$ cat config.mk
export PLATFORM = sky130hd
export DESIGN_NAME = imem_boot_loader
export DESIGN_NICKNAME = d
export VERILOG_FILES = /design/src/rtl/imem_boot_loader.sv
export SDC_FILE = /design/constraint.sdc
export NUM_CORES = 1
export LEC_CHECK = 0
export CAP_MARGIN = 0
export CORE_AREA = 2 2 135 111
export CTS_CLUSTER_DIAMETER = 120
export DETAILED_ROUTE_END_ITERATION = 8
export DIE_AREA = 0 0 137 113
export SYNTH_ARGS = -nofsm -noshare
export SYNTH_HDL_FRONTEND = slang
export SYNTH_SLANG_ARGS = --single-unit
$ cat constraint.sdc
create_clock -name CLK -period 8.16 [get_ports CLK]
set_input_delay 1.632 -clock CLK [delete_from_list [all_inputs] [get_ports CLK]]
set_output_delay 1.632 -clock CLK [all_outputs]
set_load 0.01 [all_outputs]
$ cat src/rtl/imem_boot_loader.sv
// Instruction-memory boot loader: assembles a length-prefixed, XOR-checked byte
// stream into big-endian 32-bit words and holds the core in reset until it verifies.
module imem_boot_loader #(
   parameter int          MAX_WORDS = 64,
   parameter logic [31:0] BASE_ADDR = 32'h0000_0000
) (
   input  logic        CLK,
   input  logic        Reset,
   input  logic        in_valid,
   input  logic [7:0]  in_data,
   output logic        in_ready,
   output logic        imem_we,
   output logic [31:0] imem_addr,
   output logic [31:0] imem_wd,
   output logic        cpu_reset,
   output logic        load_done,
   output logic        load_error,
   output logic [15:0] words_loaded
);

   typedef enum logic [2:0] {LEN_HI, LEN_LO, DATA, CHECK, DONE, ERROR} state_t;

   localparam logic [15:0] MAX_W16 = 16'(MAX_WORDS);

   state_t      state;
   state_t      state_nx;
   logic        rdy;
   logic        rdy_nx;
   logic [7:0]  len_hi;
   logic [15:0] len;
   logic [23:0] shift;
   logic [1:0]  byte_cnt;
   logic [7:0]  xor_acc;
   logic        accept;
   logic [15:0] len_nx;
   logic        word_end;
   logic        last_word;

   assign accept    = in_valid && rdy;
   assign len_nx    = {len_hi, in_data};
   assign word_end  = accept && (state == DATA) && (byte_cnt == 2'd3);
   assign last_word = (words_loaded == len - 16'd1);

   always_comb begin
      state_nx = state;
      case (state)
         LEN_HI: if (accept) state_nx = LEN_LO;
         LEN_LO: begin
            if (accept) begin
               if (len_nx == 16'd0)         state_nx = CHECK;
               else if (len_nx > MAX_W16)   state_nx = ERROR;
               else                         state_nx = DATA;
            end
         end
         DATA:   if (word_end && last_word) state_nx = CHECK;
         CHECK:  if (accept) state_nx = (in_data == xor_acc) ? DONE : ERROR;
         default: state_nx = state;
      endcase
      rdy_nx = (state_nx != DONE) && (state_nx != ERROR);
   end

   always_ff @(posedge CLK) begin
      if (Reset) begin
         state        <= LEN_HI;
         rdy          <= 1'b0;
         imem_we      <= 1'b0;
         imem_addr    <= BASE_ADDR;
         imem_wd      <= 32'd0;
         words_loaded <= 16'd0;
         byte_cnt     <= 2'd0;
         xor_acc      <= 8'd0;
      end else begin
         state   <= state_nx;
         rdy     <= rdy_nx;
         imem_we <= word_end;
         if (accept && (state == LEN_HI || state == LEN_LO || state == DATA))
            xor_acc <= xor_acc ^ in_data;
         if (accept && state == DATA)
            byte_cnt <= byte_cnt + 2'd1;
         // address uses the pre-increment count; words_loaded advances with the write
         if (word_end) begin
            imem_addr    <= BASE_ADDR + {14'd0, words_loaded, 2'b00};
            imem_wd      <= {shift, in_data};
            words_loaded <= words_loaded + 16'd1;
         end
      end
   end

   always_ff @(posedge CLK) begin
      if (accept) begin
         case (state)
            LEN_HI:  len_hi <= in_data;
            LEN_LO:  len    <= len_nx;
            DATA:    shift  <= {shift[15:0], in_data};
            default: ;
         endcase
      end
   end

   assign in_ready   = rdy;
   assign cpu_reset  = (state != DONE);
   assign load_done  = (state == DONE);
   assign load_error = (state == ERROR);

endmodule

# After elaboration in Yosys (flattened, before gate mapping)
# Cells that the tools add are included.
[totals]
register_bits = 127
latch_bits = 0
mem_bits_rw = 0
rom_bits = 0
out_inout_bits = 85
elab_cells = 48
n_memories = 0
[op_classes]
addsub = 3
n_mul = 0
div_mod_pow = 0
magnitude_cmp = 1
eq_ne = 11
shift = 0
mux = 8
n_bitwise = 1
n_reduce_logical = 13
[op_table]
columns = ["cell", "n"]
rows = [
  ["$mux W3", 6],
  ["$add A16 B1 Y16 const B", 1],
  ["$eq A16 B16 Y1", 1],
  ["$gt A16 B7 Y1 const B", 1],
  ["$logic_not A16 Y1", 1],
  ["$sub A16 B1 Y16 const B", 1],
  ["$pmux W3 S4", 1],
  ["$ne A3 B3 Y1 const B", 3],
  ["$eq A8 B8 Y1", 1],
  ["$xor A8 B8 Y8", 1],
  ["$eq A3 B2 Y1 const B", 2],
  ["$eq A3 B3 Y1 const B", 2],
  ["$logic_and A1 B1 Y1", 6],
  ["$reduce_and A2 Y1", 3],
  ["$eq A3 B1 Y1 const B", 1],
  ["$logic_not A3 Y1", 1],
  ["$add A2 B1 Y2 const B", 1],
  ["$eq A2 B2 Y1 const B", 1],
  ["$logic_or A1 B1 Y1", 2],
  ["$mux W1", 1],
]

# Depth between registers and ports, before layout
# Gate-level depths: netlist (run 1).
[depth]
ltp_word = 8
mapped_depth = 9

# Least setup slack after synthesis (run 1)
# OpenSTA, ideal clock, no wires.
[synth_path]
path_kind = "input to register"
start = "input in_valid"
end = "register byte_cnt[1]"
arrival_ns = 4.202
t_required_ns = 8.032
setup_slack_ns = 3.831
cell_stages = 4
n_path_buf = 0
path_cell_list = "nand3b_1 nor3b_1 mux2i_1 nor2_1"
[synth_between]
elab_chain_cells = 2
[synth_rtl]
columns = ["element", "line_no", "rtl"]
rows = [
  ["start: declaration", "9", "input logic in_valid,"],
  ["$logic_and A1 B1 Y1", "39", "assign accept = in_valid && rdy;"],
  ["$logic_and A1 B1 Y1", "78", "if (accept && state == DATA)"],
  ["end signal: assignment", "79", "byte_cnt <= byte_cnt + 2'd1;"],
  ["end: declaration", "32", "logic [1:0] byte_cnt;"],
]
# No other way between the ends.
# A chain may end at the register's enable or synchronous reset.

# Worst setup path in the final report (run 1)
[layout_path]
start = "input in_valid"
end = "register state[0]"
[layout_between]
elab_chain_cells = 6
word_cells_on_any_way = 9
cone_classes = "5 x mux; 4 x reduce/logical"
[layout_rtl]
columns = ["element", "line_no", "rtl"]
rows = [
  ["$logic_and A1 B1 Y1 *", "39", ""],
  ["$logic_and A1 B1 Y1 (2 in series)", "41", "assign word_end = accept && (state == DATA) && (byte_cnt == 2'd3);"],
  ["$logic_and A1 B1 Y1", "55", "DATA: if (word_end && last_word) state_nx = CHECK;"],
  ["$mux W3", "55", ""],
  ["$pmux W3 S4 *", "46", "case (state)"],
  ["end signal: assignment", "73", "state <= state_nx;"],
  ["end: declaration", "25", "state_t state;"],
]
# Mark *: on every way between the ends. The rest lies on a longest branch, timed or not.

==> results of run 1 <==
==> synth_stat cells, types with 4 or more instances <==
cell type / instances
sky130_fd_sc_hd__nand2_1: 119
sky130_fd_sc_hd__dfxtp_1: 79
sky130_fd_sc_hd__a21oi_1: 58
sky130_fd_sc_hd__edfxtp_1: 48
sky130_fd_sc_hd__nor2_1: 37
sky130_fd_sc_hd__xor2_1: 29
sky130_fd_sc_hd__clkbuf_1: 21
sky130_fd_sc_hd__xnor2_1: 18
sky130_fd_sc_hd__buf_4: 16
sky130_fd_sc_hd__nor3_1: 11
sky130_fd_sc_hd__inv_1: 8
sky130_fd_sc_hd__nand4_1: 6
sky130_fd_sc_hd__nor4_1: 6
sky130_fd_sc_hd__or3_1: 6
sky130_fd_sc_hd__nand3_1: 5
sky130_fd_sc_hd__o21ai_1: 5
sky130_fd_sc_hd__buf_1: 4
sky130_fd_sc_hd__nand3b_1: 4
sky130_fd_sc_hd__o2111ai_1: 4
sky130_fd_sc_hd__o21ai_0: 4
==> logic make-up (layout without fill, tap and decap cells) <==
| group | count (synthesis) | count (layout) |
|---|---|---|
| and+or+nand+nor | 217 | 217 |
| adders and majority gates | 3 | 3 |
| buffers and inverters | 52 | 122 |
| DFF | 127 | 127 |
| xor gates and xnor gates | 47 | 47 |
| AOI/OAI and AO/OA | 82 | 82 |
| muxes | 4 | 4 |
| other | 1 | 16 |
==> critical path, cell delays in order <==
cell	delay (ns)
sky130_fd_sc_hd__clkdlybuf4s50_1	0.51
sky130_fd_sc_hd__nand3b_1	0.32
sky130_fd_sc_hd__or2_2	0.78
sky130_fd_sc_hd__nor4_1	0.38
sky130_fd_sc_hd__o2111ai_1	0.14
sky130_fd_sc_hd__a21oi_1	0.13
sky130_fd_sc_hd__a41o_1	0.17
==> cells in the final DEF (no fill, tap or decap), types with 3 or more instances in the layout <==
cell type / count
sky130_fd_sc_hd__a21oi_1: 58
sky130_fd_sc_hd__a21o_1: 3
sky130_fd_sc_hd__and3_1: 3
sky130_fd_sc_hd__dfxtp_1: 79
sky130_fd_sc_hd__nand3_1: 5
sky130_fd_sc_hd__nor4_1: 6
sky130_fd_sc_hd__ha_1: 3
sky130_fd_sc_hd__mux2i_1: 3
sky130_fd_sc_hd__bufinv_16: 3
sky130_fd_sc_hd__edfxtp_1: 48
sky130_fd_sc_hd__xor2_1: 29
sky130_fd_sc_hd__conb_1: 16
sky130_fd_sc_hd__or3_1: 6
sky130_fd_sc_hd__inv_1: 8
sky130_fd_sc_hd__o21ai_1: 5
sky130_fd_sc_hd__o21ai_0: 4
sky130_fd_sc_hd__nor2_1: 36
sky130_fd_sc_hd__nand3b_1: 4
sky130_fd_sc_hd__buf_4: 3
sky130_fd_sc_hd__nor3_1: 11
sky130_fd_sc_hd__clkbuf_16: 17
sky130_fd_sc_hd__clkinv_2: 5
sky130_fd_sc_hd__o2111ai_1: 4
sky130_fd_sc_hd__xnor2_1: 18
sky130_fd_sc_hd__nand4_1: 6
sky130_fd_sc_hd__nand2_1: 119
sky130_fd_sc_hd__clkdlybuf4s50_1: 78
==> how the worst max path moves through the flow <==
stage	start	endpoint	slack (ns)	cells past startpoint
global route	in_valid	state[0]	4.23	7
floorplan	in_valid	byte_cnt[1]	3.83	4
CTS	in_valid	state[0]	4.44	7
detailed placement	in_valid	state[0]	4.01	7
finish	in_valid	state[0]	4.43	7
global placement	in_valid	state[0]	4.06	7
==> stage by stage <==
stage | hold WS [ns] | setup WS [ns] | area (um2) | std cells | total power (W)
after floorplan | 0.426 | 3.83 | 5310 | 548 | 0.000714
after detailed placement | 0.435 | 4.01 | 6120 | 770 | 0.000726
after global placement | 0.433 | 4.06 | 6120 | 770 | 0.000725
after global routing | 0.463 | 4.23 | 6700 | 802 | 0.00150
after CTS | 0.448 | 4.44 | 6700 | 802 | 0.00147
final | 0.448 | 4.43 | 6700 | 802 | 0.00145
==> state kept, by name, summed over array words and instances, names as in the netlist <==
register and count:
byte_cnt 2, words_loaded 16, len_hi 8, len 16, state 3, in_ready 1, imem_we 1, shift 24
imem_addr 16, imem_wd 32, xor_acc 8
==> per-layer routing <==
layer / global-route usage, % / vias up / part of all wire (%) / wire length (um)
met5: 0 / - / 0 / 0
met4: 6.25 / 0 / 0.91 / 106
met3: 4.84 / 6 / 5.5 / 632
met2: 22.6 / 128 / 46 / 5320
met1: 22.5 / 1777 / 48 / 5520
li1: - / 1935 / - / -
==> area by class of cell <==
type,count,area (um2),share of cell area [%]
Clock buffer,19,433,6.46
Clock inverter,13,146,2.18
Inverter,8,30.0,0.448
Multi-Input combinational cell,369,2030,30.3
Sequential cell,127,3020,45.1
Tap cell,184,230,3.44
Timing Repair Buffer,82,808,12.1
==> power breakdown <==
group / total (W) / internal (W) / switching [W] / leakage, nW
Combinational: 0.0000421 / 0.0000147 / 0.0000273 / 0.950
Clock: 0.000733 / 0.000475 / 0.000258 / 0.281
Sequential: 0.000671 / 0.000664 / 0.00000682 / 1.07
==> flow_metrics.py, run 1 <==
metrics = {
    "detailed_routing": {
        "post_drt_wl_per_cell_um": 14.4,
        "drt_drc_violations_left": 0,
        "router_iterations_before_antenna_repair": 4,
        "route.antenna.remaining_nets": 0,
        "detail_routed_via_count_per_cell": 4.80,
        "via_count": 3846,
        "drt_first_iter_violations": 247,
        "wl_um": 11600,
    },
    "logic_synthesis": {
        "ys_types": 50,
        "yosys.area.top_type_share_pct": 30.1,
        "yosys_warnings": 0,
        "post_synth_main_area_contributors": "sky130_fd_sc_hd__dfxtp_1, sky130_fd_sc_hd__edfxtp_1, sky130_fd_sc_hd__nand2_1",
        "netlist_area_um2": 5250,
        "synth.yosys.seq_area_share_pct": 57.6,
        "number_of_synthesized_register_bits": 127,
        "synth_top_family_by_area": "simple AND/OR/NAND/NOR gates",
        "predominant_post_synthesis_flop_cell": "sky130_fd_sc_hd__dfxtp_1",
        "post_synth_xor_area_fraction_pct": 7.84,
        "yosys.area_share.adder_pct": 0.715,
        "synth-edff-count": 48,
        "synth_instances": 533,
        "synth.largest_area_cell": "sky130_fd_sc_hd__dfxtp_1",
        "postSynth.asyncResetShare_pct": 0,
        "synth_compound_area_share_pct": 8.82,
        "synthMuxAreaShare_pct": 0.787,
        "synth_area_per_cell_um2": 9.85,
        "synthSimpleGateAreaFrac_pct": 19.1,
    },
    "die": {
        "placeableCoreArea_um2": 14100,
        "row_count": 39,
        "initial_core_utilization_pct": 37.3,
        "die_width_um": 137,
        "ioPinCount": 96,
        "fp.dieArea_um2": 15500,
        "die-height_um": 113,
    },
    "clock_tree": {
        "clk-insertion-delay-late_ns": 0.40,
        "cts_sinks": 127,
        "postCtsResizedCells": 0,
        "tritoncts": "yes",
        "ctsHoldBuffers": 0,
        "cts_setup_buffers": 0,
        "clock_input_transition_at_the_sequential_cells_of_the_worst_setup_and_hold_paths_ns": 0.05,
        "cts_buffer_depth": 2,
        "cts_buffers": 17,
        "clock_tree.htree_level_count": 4,
        "cts_root_buf": "sky130_fd_sc_hd__clkbuf_16",
    },
    "flow_run": {
        "drv_cap": 0,
    },
    "setup_path": {
        "crit-reg2reg-capture": "state[0]",
        "worst_ep_arrival_time_ns": 4.08,
        "critical_path_peak_fanout": 51,
        "timing_worst_setup_path_type": "in2reg",
        "worstSetupEndpointType": "flop",
        "cp_data_required_time_ns": 8.50,
        "timing.reg2reg.worst_path_depth": 8,
        "startpoint_type": "primary input",
        "timing.rr.start": "len[0]",
        "worst-r2r-setup-slack_ns": 5.40,
    },
    "global_route": {
        "grt-ovfl-total": 0,
        "groute.usage.overall_pct": 15.9,
        "first_global_vias": 3651,
        "global_route_wire_length_before_repair_um": 18900,
        "maximum_number_of_pins_on_one_net_before_global_route_repair": 81,
        "grt_antenna_before_repair": 0,
    },
    "worst_hold_path": {
        "worstHoldPathCells": 0,
        "hold_path.startpoint": "shift[8]",
        "timing.hold.worst_endpoint": "shift[16]",
        "timing.hold.worst.class": "reg2reg",
    },
    "layout": {
        "fin_nets": 619,
        "n_antenna_cell": 0,
        "filler_cell_count": 1273,
        "utilization_pct": 47.7,
        "area_grow_syn2layout_pct": 27.7,
        "drive_above_1_share_pct": 6.47,
    },
    "timing": {
        "clock_skew_ns": 0.00780,
        "worst_slew_pin_slew_ns": 1.20,
        "finalSetupViolCount": 0,
        "slew_violations": 0,
        "max_freq_mhz": 268,
        "final.setup.tns_ns": 0,
        "finalHoldViolCount": 0,
        "finalWorstPathRequiredPeriod_ns": 3.73,
        "rsz0062_at_grt": "no",
        "worst_slew_margin_rel_pct": 20.0,
        "part_of_the_cycle_the_worst_path_needs_pct": 45.8,
    },
    "pwr": {
        "irDropWorstVdd_uv": 145,
        "leakage_component_of_the_power_nw": 2.30,
        "power-per-cell-area_nw_per_um2": 216,
    },
    "status": {
        "run_status": "completed",
    },
    "placement": {
        "place.port_buffers": 79,
        "detailedPlacementHpwl_um": 7810,
        "place_congestion": 0.841,
    },
}
Power figures use the tool's default switching activity.
==> inputs of run 2 (changes only) <==
==> constraint.sdc (replaced) <==
create_clock -name CLK -period 3.7 [get_ports CLK]
set_input_delay 0.74 -clock CLK [delete_from_list [all_inputs] [get_ports CLK]]
set_output_delay 0.74 -clock CLK [all_outputs]
set_load 0.01 [all_outputs]
==> run 2 against run 1 <==
Effect of this change: clock skew fell by 0.0023 ns; via count up 3.5%; core utilization increased by 0.57 points; clock power up 140%; power grew 130%; flip-flop and latch count did not move; worst hold slack better by 0.00098 ns; largest cell class unchanged; clock-buffer cell count is 1 higher; cell count grew 0.62%; critical endpoint is now load_done; wire length rose by 3.4%; largest power group unchanged; non-clock buffer count up 5.
==> flow_metrics.py, run 2 (synthesized netlist as in run 1, its figures left out) <==
metrics = {
    "clock_tree": {
        "tritoncts": "yes",
        "cts_sinks": 127,
        "cts_buffers": 17,
        "postCtsResizedCells": 0,
        "cts_buffer_depth": 2,
        "ctsHoldBuffers": 0,
        "cts_root_buf": "sky130_fd_sc_hd__clkbuf_16",
        "clock_input_transition_at_the_sequential_cells_of_the_worst_setup_and_hold_paths_ns": 0.06,
        "clk-insertion-delay-late_ns": 0.41,
        "cts_setup_buffers": 0,
        "clock_tree.htree_level_count": 4,
    },
    "global_route": {
        "grt-ovfl-total": 0,
        "maximum_number_of_pins_on_one_net_before_global_route_repair": 54,
        "first_global_vias": 3791,
        "groute.usage.overall_pct": 16.2,
        "grt_antenna_before_repair": 0,
        "global_route_wire_length_before_repair_um": 19400,
    },
    "detailed_routing": {
        "m1WireLength_um": 5910,
        "via_count": 3980,
        "route.antenna.remaining_nets": 0,
        "detailed_route_wirelength_on_metal3_um": 561,
        "drt_drc_violations_left": 0,
        "route.met2.wl_um": 5420,
        "router_iterations_before_antenna_repair": 4,
        "detail_routed_via_count_per_cell": 4.93,
        "drt_first_iter_violations": 245,
        "wl_um": 12000,
        "post_drt_wl_per_cell_um": 14.8,
        "routed.top_layer": "met4",
    },
    "worst_hold_path": {
        "worstHoldPathCells": 0,
        "timing.hold.worst.class": "reg2reg",
    },
    "timing": {
        "rsz0062_at_grt": "no",
        "finalSetupViolCount": 0,
        "worst_slew_margin_rel_pct": 54.4,
        "max_freq_mhz": 367,
        "part_of_the_cycle_the_worst_path_needs_pct": 73.7,
        "final.setup.tns_ns": 0,
        "finalWorstPathRequiredPeriod_ns": 2.73,
        "clock_skew_ns": 0.00553,
        "worst_slew_pin_slew_ns": 0.684,
        "least_setup_slack_across_all_paths_after_layout_ns": 0.974,
        "finalHoldViolCount": 0,
        "slew_violations": 0,
    },
    "setup_path": {
        "worst-r2r-setup-slack_ns": 0.99,
        "worst_ep_arrival_time_ns": 1.99,
        "startpoint_type": "flop",
        "critical_path_peak_fanout": 5,
        "timing.reg2reg.worst_path_depth": 8,
        "timing_worst_setup_path_type": "reg2out",
        "worstSetupEndpointType": "output pin",
        "cp_data_required_time_ns": 2.96,
    },
    "layout": {
        "layout.area.seq_um2": 3020,
        "layout_common_cells": "sky130_fd_sc_hd__nand2_1, sky130_fd_sc_hd__dfxtp_1, sky130_fd_sc_hd__clkdlybuf4s50_1, sky130_fd_sc_hd__a21oi_1, sky130_fd_sc_hd__edfxtp_1",
        "largest_registers": "imem_wd: 32 flops, shift: 24 flops",
        "final_common_cell": "sky130_fd_sc_hd__nand2_1",
        "final_non_filler_cell_area_um2": 6780,
        "area_grow_syn2layout_pct": 29.2,
        "registers.top_by_ff_count": "imem_wd",
        "largest_register_ffs": 32,
        "filler_cell_count": 1267,
        "drive_above_1_share_pct": 7.54,
        "fin_nets": 624,
        "n_antenna_cell": 0,
        "multiInputGateArea_um2": 2030,
    },
    "pwr": {
        "pwr-share-comb_pct": 2.9,
        "leakage_component_of_the_power_nw": 2.35,
        "power-per-cell-area_nw_per_um2": 489,
        "clkPwrFrac_pct": 52.4,
        "switchingPower_w": 0.000660,
        "totalPowerFinal_w": 0.00331,
        "irDropWorstVdd_uv": 370,
        "switching_portion_of_total_power_pct": 19.9,
        "seq_power_share_pct": 44.7,
        "internal_power_w": 0.00265,
    },
    "die": {
        "initial_core_utilization_pct": 37.3,
        "die-height_um": 113,
        "row_count": 39,
        "fp.dieArea_um2": 15500,
        "placeableCoreArea_um2": 14100,
        "ioPinCount": 96,
        "die_width_um": 137,
    },
    "status": {
        "run_status": "completed",
    },
    "placement": {
        "detailedPlacementHpwl_um": 8310,
        "placement.setup.worst_slack_ns": 0.677,
        "postPlaceCellArea_um2": 6160,
        "place.port_buffers": 79,
        "place_congestion": 0.770,
    },
    "flow_run": {
        "drv_cap": 0,
    },
}
[run 2: worst paths after layout]
kind | startpoint | end
max | state[2] | load_done
min | shift[15] | shift[23]
max reg2reg | len[0] | state[0]
min reg2reg | shift[15] | shift[23]
[run 2: worst max-delay path, cell delays in order, from the launching register on]
cell	delay [ns]
sky130_fd_sc_hd__dfxtp_1	0.46
sky130_fd_sc_hd__inv_1	0.13
sky130_fd_sc_hd__or3_1	0.40
sky130_fd_sc_hd__inv_1	0.06
sky130_fd_sc_hd__clkdlybuf4s50_1	0.53
[run 2: final cells by class]
type | count | area share [%]
Clock buffer | 20 | 6.74
Clock inverter | 12 | 2.44
Inverter | 8 | 0.443
Multi-Input combinational cell | 369 | 29.9
Sequential cell | 127 | 44.6
Tap cell | 184 | 3.40
Timing Repair Buffer | 87 | 12.5
[run 2: metrics by stage]
| step | hold slack, ns | instances | utilization, % |
|---|---|---|---|
| after global placement | 0.436 | 775 | 43.8 |
| after detailed placement | 0.434 | 775 | 43.8 |
| final | 0.449 | 807 | 48.2 |
| after global routing | 0.466 | 807 | 48.2 |
| after CTS | 0.446 | 807 | 48.2 |
| after floorplan | 0.426 | 548 | - |
[run 2: layer usage]
metal	up-vias	global-route usage, %
met1	1931	22.2
li1	1940	-
met4	0	5.02
met2	99	24.5
met3	10	4.88
met5	-	0
[run 2: power groups by stage]
stage | Clock, W | Sequential, W | Combinational (W)
after CTS | 0.00176 | 0.00148 | 0.0000961
after global routing | 0.00183 | 0.00148 | 0.000107
after detailed placement | 0 | 0.00151 | 0.0000958
after floorplan | 0 | 0.00150 | 0.0000707
after global placement | 0 | 0.00151 | 0.0000945
final | 0.00174 | 0.00148 | 0.0000958
